[src/rtl/hack_cpu_mc.sv]
// Multicycle Hack CPU core. Instructions are fetched over a req/ack port and
// M operands travel over a separate req/ack data port, so either memory may
// stall the core. An instruction commits (A/D/pc update) in a single edge,
// flagged by a one-cycle retire pulse.
module hack_cpu_mc #(
    parameter int          DW       = 16,
    parameter int          AW       = 15,
    parameter int unsigned RESET_PC = 0
) (
    input  logic          clk,
    input  logic          rstn,
    output logic          imem_req,
    output logic [AW-1:0] imem_addr,
    input  logic          imem_ack,
    input  logic [DW-1:0] imem_rdata,
    output logic          dmem_rd,
    output logic          dmem_wr,
    output logic [AW-1:0] dmem_addr,
    output logic [DW-1:0] dmem_wdata,
    input  logic          dmem_ack,
    input  logic [DW-1:0] dmem_rdata,
    output logic [AW-1:0] pc,
    output logic          retire
);

    localparam logic [AW-1:0] PC_RST = AW'(RESET_PC);

    typedef enum logic [2:0] {
        S_FETCH,
        S_DECODE,
        S_MREAD,
        S_EXEC,
        S_MWRITE
    } state_t;

    state_t        state_q, state_d;
    logic [AW-1:0] pc_q, pc_d;
    logic [DW-1:0] a_q, a_d;
    logic [DW-1:0] d_q, d_d;
    logic [DW-1:0] ir_q, ir_d;
    logic [DW-1:0] m_q, m_d;
    logic [DW-1:0] wdata_q, wdata_d;
    logic          imem_req_q, imem_req_d;
    logic          dmem_rd_q, dmem_rd_d;
    logic          dmem_wr_q, dmem_wr_d;

    logic [DW-1:0] alu_x, alu_y, alu_out, result;
    logic          zr, ng, jmp, commit;

    // Hack ALU: x is always D, y is M when the a-bit is set, else A.
    always_comb begin
        alu_x = d_q;
        alu_y = ir_q[12] ? m_q : a_q;
        if (ir_q[11]) alu_x = '0;
        if (ir_q[10]) alu_x = ~alu_x;
        if (ir_q[9])  alu_y = '0;
        if (ir_q[8])  alu_y = ~alu_y;
        alu_out = ir_q[7] ? (alu_x + alu_y) : (alu_x & alu_y);
        if (ir_q[6])  alu_out = ~alu_out;
    end

    // In MWRITE the ALU result was latched into wdata_q; D, A and Mreg have
    // not moved since EXEC, so it is identical to a fresh ALU evaluation.
    assign result = (state_q == S_MWRITE) ? wdata_q : alu_out;
    assign zr     = (result == '0);
    assign ng     = result[DW-1];
    assign jmp    = (ng & ir_q[2]) | (zr & ir_q[1]) | (~ng & ~zr & ir_q[0]);

    // Next-state logic; jump target and store address use the pre-commit A.
    always_comb begin
        state_d = state_q;
        pc_d    = pc_q;
        a_d     = a_q;
        d_d     = d_q;
        ir_d    = ir_q;
        m_d     = m_q;
        wdata_d = wdata_q;
        commit  = 1'b0;
        retire  = 1'b0;
        case (state_q)
            S_FETCH: begin
                if (imem_req_q && imem_ack) begin
                    ir_d    = imem_rdata;
                    state_d = S_DECODE;
                end
            end
            S_DECODE: begin
                if (!ir_q[DW-1]) begin
                    a_d         = ir_q;
                    a_d[DW-1]   = 1'b0;
                    pc_d        = pc_q + 1'b1;
                    retire      = 1'b1;
                    state_d     = S_FETCH;
                end else if (ir_q[12]) begin
                    state_d = S_MREAD;
                end else begin
                    state_d = S_EXEC;
                end
            end
            S_MREAD: begin
                if (dmem_rd_q && dmem_ack) begin
                    m_d     = dmem_rdata;
                    state_d = S_EXEC;
                end
            end
            S_EXEC: begin
                if (ir_q[3]) begin
                    wdata_d = alu_out;
                    state_d = S_MWRITE;
                end else begin
                    commit = 1'b1;
                end
            end
            S_MWRITE: begin
                if (dmem_wr_q && dmem_ack) commit = 1'b1;
            end
            default: state_d = S_FETCH;
        endcase
        if (commit) begin
            if (ir_q[4]) d_d = result;
            if (ir_q[5]) a_d = result;
            pc_d    = jmp ? a_q[AW-1:0] : pc_q + 1'b1;
            retire  = 1'b1;
            state_d = S_FETCH;
        end
        // Requests are registered from the state being entered, so they are
        // high for exactly the cycles spent waiting in that state.
        imem_req_d = (state_d == S_FETCH);
        dmem_rd_d  = (state_d == S_MREAD);
        dmem_wr_d  = (state_d == S_MWRITE);
    end

    // State and architectural registers; reset drops any pending request.
    always_ff @(posedge clk or negedge rstn) begin
        if (!rstn) begin
            state_q    <= S_FETCH;
            pc_q       <= PC_RST;
            a_q        <= '0;
            d_q        <= '0;
            ir_q       <= '0;
            m_q        <= '0;
            wdata_q    <= '0;
            imem_req_q <= 1'b0;
            dmem_rd_q  <= 1'b0;
            dmem_wr_q  <= 1'b0;
        end else begin
            state_q    <= state_d;
            pc_q       <= pc_d;
            a_q        <= a_d;
            d_q        <= d_d;
            ir_q       <= ir_d;
            m_q        <= m_d;
            wdata_q    <= wdata_d;
            imem_req_q <= imem_req_d;
            dmem_rd_q  <= dmem_rd_d;
            dmem_wr_q  <= dmem_wr_d;
        end
    end

    assign imem_req   = imem_req_q;
    assign imem_addr  = pc_q;
    assign pc         = pc_q;
    assign dmem_rd    = dmem_rd_q;
    assign dmem_wr    = dmem_wr_q;
    assign dmem_addr  = a_q[AW-1:0];
    assign dmem_wdata = wdata_q;

endmodule

[config.mk]
export PLATFORM = sky130hd
export DESIGN_NAME = hack_cpu_mc
export DESIGN_NICKNAME = d
export VERILOG_FILES = /design/src/rtl/hack_cpu_mc.sv
export SDC_FILE = /design/constraint.sdc
export NUM_CORES = 1
export LEC_CHECK = 0
export ABC_CLOCK_PERIOD_IN_PS = 5900
export BUFFER_PORTS_ARGS = -buffer_cell sky130_fd_sc_hd__buf_2
export CORE_ASPECT_RATIO = 1.1
export CORE_MARGIN = 5
export CORE_UTILIZATION = 40
export DETAILED_ROUTE_END_ITERATION = 10
export SYNTH_ARGS = -nofsm -noshare
export SYNTH_HDL_FRONTEND = slang
export SYNTH_SLANG_ARGS = --single-unit
[constraint.sdc]
create_clock -name clk -period 5.9 [get_ports clk]
set_input_delay 0.885 -clock clk [delete_from_list [all_inputs] [get_ports clk]]
set_output_delay 0.885 -clock clk [all_outputs]
set_load 0.05 [all_outputs]
; Word level (Yosys, flattened, before mapping)
; Index checks and enable logic that the tools add are counted.
; W data, S select, Z words.
[totals]
reg_bits = 101
output_inout_bits = 65
[op_classes]
n_reduce_logical = 12
n_addsub = 2
n_eq_ne = 7
muxes = 29
bitwise = 12
[op_table]
columns = operator, n
row1 = $mux W16, 12
row2 = $mux W15, 4
row3 = $not A16 Y16, 3
row4 = $add A16 B16 Y16, 1
row5 = $and A16 B16 Y16, 1
row6 = $logic_not A16 Y1, 1
row7 = $add A15 B1 Y15 const B, 1
row8 = $pmux W3 S5, 1
row9 = $mux W3, 4
row10 = $reduce_and A2 Y1, 5
row11 = $eq A3 B2 Y1 const B, 3
row12 = $eq A3 B3 Y1 const B, 2
row13 = $logic_not A3 Y1, 2
row14 = $mux W1, 6
row15 = $and A1 B1 Y1, 4
row16 = $eq A3 B1 Y1 const B, 1
row17 = $logic_and A1 B1 Y1, 3
row18 = $mux W2, 1
row19 = $ne A2 B1 Y1 const B, 1
row20 = $not A1 Y1, 2
row21 = $or A1 B1 Y1, 2
row22 = $pmux W1 S2, 1
row23 = $reduce_bool A2 Y1, 1

; Depth between registers and ports, before layout
[depth]
ltp_word = 16
ltp_mapped = 20

; Worst setup path after synthesis
; No wires, ideal clock.
[synth_path]
kind = register -> register
start = register ir_q[12]
end = register pc_q[4] (netlist: imem_addr[4])
arrival_time_ns = 4.825
period_less_slack_ns = 4.962
n_path_buf = 4
t_required_ns = 5.764
stages_incl_launch_ff = 20
path_slack_ns = 0.938
path_cell_list = dfrtp_1 -> clkbuf_1 -> clkbuf_1 -> mux2i_1 -> nor2_1 -> xor2_1 -> ha_1 -> or2_2 -> a21oi_1 -> nor4_1 -> or4_4 -> a31oi_2 -> o21ai_1 -> or4_1 -> or4_4 -> and3_1 -> buf_6 -> buf_12 -> mux2i_1 -> a22oi_1
[synth_between]
elab_chain_len = 16
word_cells_on_any_way = 21
cone_classes = 1 x add/sub / 8 x mux / 11 x bitwise / 1 x reduce/logical
[synth_lines]
columns = item, line_no
row1 = start: declaration, 40  ; logic [DW-1:0] ir_q, ir_d;
row2 = start signal: assignment, 151  ; ir_q <= ir_d;
row3 = $mux W16 (*), 53  ; alu_y = ir_q[12] ? m_q : a_q;
row4 = $mux W16 (*), 56  ; if (ir_q[9]) alu_y = '0;
row5 = $not A16 Y16, 57  ; if (ir_q[8]) alu_y = ~alu_y;
row6 = $mux W16 (*), 57
row7 = $add A16 B16 Y16 or $and A16 B16 Y16 (tied branches), 58  ; alu_out = ir_q[7] ? (alu_x + alu_y) : (alu_x & alu_y);
row8 = $mux W16 (*), 58
row9 = $not A16 Y16, 59  ; if (ir_q[6]) alu_out = ~alu_out;
row10 = $mux W16 (*), 59
row11 = $mux W16 (*), 64  ; assign result = (state_q == S_MWRITE) ? wdata_q : alu_out;
row12 = $logic_not A16 Y1, 65  ; assign zr = (result == '0);
row13 = $not A1 Y1, 67  ; assign jmp = (ng & ir_q[2]) | (zr & ir_q[1]) | (~ng & ~zr & ir_q[0]);
row14 = $and A1 B1 Y1 (2 in series), 67
row15 = $or A1 B1 Y1 (*), 67
row16 = $mux W15 (*), 122  ; pc_d = jmp ? a_q[AW-1:0] : pc_q + 1'b1;
row17 = $mux W15 (*), 119  ; if (commit) begin
row18 = end signal: assignment, 148  ; pc_q <= pc_d;
row19 = end: declaration, 37  ; logic [AW-1:0] pc_q, pc_d;
; Mark *: on every way between the ends. The rest lies on a longest branch, timed or not.
; A chain may end at the register's enable or synchronous reset.

; Final worst setup path
[layout_path]
start = register ir_q[10]
end = register pc_q[6] (netlist: imem_addr[6])
[layout_between]
elab_chain_len = 13
word_cells_on_any_way = 18
cone_classes = 1 x add/sub / 6 x mux / 10 x bitwise / 1 x reduce/logical
[layout_lines]
columns = item, line_no
row1 = $mux W16 (*), 55  ; if (ir_q[10]) alu_x = ~alu_x;
row2 = $add A16 B16 Y16 or $and A16 B16 Y16 (tied branches), 58
row3 = $mux W16 (*), 58
row4 = $not A16 Y16, 59
row5 = $mux W16 (*), 59
row6 = $mux W16 (*), 64
row7 = $logic_not A16 Y1, 65
row8 = $not A1 Y1, 67
row9 = $and A1 B1 Y1 (2 in series), 67
row10 = $or A1 B1 Y1 (*), 67
row11 = $mux W15 (*), 122
row12 = $mux W15 (*), 119
; Marked as above.

==> impl_metrics.tcl <==
set metrics [dict create \
    status "finished clean" \
    n_fill_cell 1677 \
    synth_edf_count 0 \
    critPathLaunchType "flop" \
    grt_pass1_wl_um 29600 \
    dp_hpwl_um 14000 \
    hold_viol 0 \
    clk_pin_slew_ps 70 \
    antenna_cells 0 \
    avgSynthCellArea_sq_um 9.45 \
    synthDistinctLibCells 74 \
    die_area_sq_mm 0.0202 \
    clkLatencyLatePin_ps 360 \
    cts_resized 0 \
    cp.required_ps 6140 \
    fin_setup_tns_ps 0 \
    seq_area_frac_synth 0.363 \
    max_cap_violations 0 \
    finalWorstSetupSlack_ps 394 \
    ys_top_cells_by_area "dfrtp_1, mux2_2, mux2i_1" \
    final_common_cell "dfrtp_1" \
    cts_tree "yes" \
    finalSetupViolations 0 \
    synth_ff_type "dfrtp_1" \
    slew_violations 0 \
    synth_seq_cells 101 \
    final_area_sq_mm 0.00768 \
    cp_data_arrival_time_ps 5740 \
    synth_top_area_share 0.363 \
    cts_setup_buffers 0 \
    period_share 0.933 \
    period_minus_slack_ps 5510 \
    min_path_type "reg -> reg" \
    slowest_stage "dfrtp_1" \
    io_buffers 100 \
    worstHoldStart "d_q[11]$_DFFE_PN0P_" \
    antenna_found_initial 0 \
    async_flop_share 1.00 \
    ioPinCount 101 \
    cts_made_buffers 9 \
    slew_headroom 0.361 \
    drive_above_1_share 0.250 \
    crit_family "simple AND/OR/NAND/NOR gates" \
    regToRegStartpoint "ir_q[10]$_DFFE_PN0P_" \
    die_h_um 148 \
    slowest_delay_ps 890 \
    num_rows 50 \
    dr_total_vias 5590 \
    worst_pin_slew_ps 959 \
    fin_nets 844 \
    pre_cts_slack_ps 464 \
    synth_cells 737 \
    syn_area_sq_mm 0.00697 \
    syn_to_final_growth_pct 10.3 \
    cts-htree-levels 3 \
    fin_cells 1029 \
    die_x_um 136 \
    crit_chain "xnor2_1, ha_1, fa_1, a211o_1, a2111oi_0, nor4_2, mux2i_1, nor3b_1, nand4_1, or4_1, o2111ai_1, and3_1, mux2i_1, a22oi_1" \
    grt_max_degree 53 \
    cts_buffer_depth 2 \
    finalClockSkew_ps 12.8 \
    grt_pass1_vias 5369 \
    critPathBufInv 0 \
    cts.sinks 101 \
    cp_max_fo 18 \
    path_class "reg -> reg" \
    grt.overflow.total 0 \
    finalWeightedCongestion 0.883 \
    wire_per_inst_um 18.0 \
    hold_buffers 0 \
    multiInputGateArea_sq_mm 0.00391 \
    timing.fmax_mhz 182 \
    dpl.cell_count 1013 \
    grtUsageTotal 0.186 \
    clockRootBuffer "clkbuf_16" \
    rsz0062_at_grt "false" \
    ant_nets 0 \
    initial_core_util 0.408 \
    drt_iter0_drc 504 \
    yosysTopAreaCell "dfrtp_1" \
    endpoint_kind "flop" \
    routed_wl_um 18600 \
    final_cell_mix "dfrtp_1, buf_2, nand2_1" \
    via_per_inst 5.43 \
    post_dp_cell_area_sq_mm 0.00740 \
    syn_nets 791 \
    first_pass_iters 5 \
    core_area_sq_mm 0.0171 \
    drc 0 \
    ff_latch_area_sq_mm 0.00253 \
    cp_common_cell "mux2i_1" \
    crit_start "ir_q[10]$_DFFE_PN0P_" \
    yosys_warnings 0 \
]
## metal layers
metal | part of all wire | GRT usage
met5 | 0 | 0
met1 | 0.48 | 0.265
met2 | 0.45 | 0.287
met4 | 0.015 | 0.0670
met3 | 0.057 | 0.0291
## cell families after synthesis
| group | Yosys count | share of synthesized area |
|---|---|---|
| compound gates | 156 | 0.150 |
| xor+xnor | 49 | 0.0616 |
| fa+ha+maj | 18 | 0.0334 |
| buf+inv | 92 | 0.0776 |
| flops | 101 | 0.363 |
| mux | 99 | 0.152 |
| simple gates | 222 | 0.163 |
## worst paths after layout
kind	end	cells past startpoint	slack, ps
worst max register to register	imem_addr[6]$_DFFE_PN0P_	14	390
worst min-delay path	d_q[11]$_DFFE_PN0P_	2	490
min in group asynchronous	m_q[0]$_DFFE_PN0P_	1	550
worst min register to register	d_q[11]$_DFFE_PN0P_	2	490
max in group asynchronous	m_q[11]$_DFFE_PN0P_	2	4210
worst max-delay path	imem_addr[6]$_DFFE_PN0P_	14	390
## cells in the mapped netlist, drive strengths merged, types with 4 or more instances
cell type  count
a211o          4
a211oi         9
a21o           5
a21oi         30
a22oi         11
and2           6
and3          13
buf           43
clkbuf        27
dfrtp        101
ha            17
inv           22
mux2          53
mux2i         46
nand2         70
nand2b        23
nand3         18
nand3b         7
nand4          7
nor2          40
nor2b          5
nor3          11
nor4           6
o211a          4
o21ai         58
o31ai          4
or3            4
xnor2         25
xor2          24
## registers in the layout, summed over array words and instances, names as in the netlist
register / count
a_q: 16
d_q: 16
dmem_rd: 1
dmem_wdata: 16
dmem_wr: 1
imem_addr: 15
imem_req: 1
ir_q: 16
m_q: 16
state_q: 3
## layout make-up
cell class              instances  share of cell area
inverters                      22              0.0108
flip-flops and latches        101               0.329
well taps                     234              0.0381
clock buffers                  12              0.0321
clock inverters                 4             0.00391
multi-input cells             544               0.509
repair buffers                112              0.0772
## through the flow
step | hold slack (ps) | util
after floorplan | 451 | -
after global placement | 467 | 0.434
after detailed placement | 472 | 0.434
after CTS | 488 | 0.450
after global routing | 505 | 0.450
final | 486 | 0.450
## tightest hold or removal path, cell delays in order (launching register included)
cell     delay [ps]
dfrtp_1         350
nand2_1          40
o21ai_0          60
Power is not shown: default switching activity piles up to over one toggle a cycle in this logic, so the estimate is an artifact.
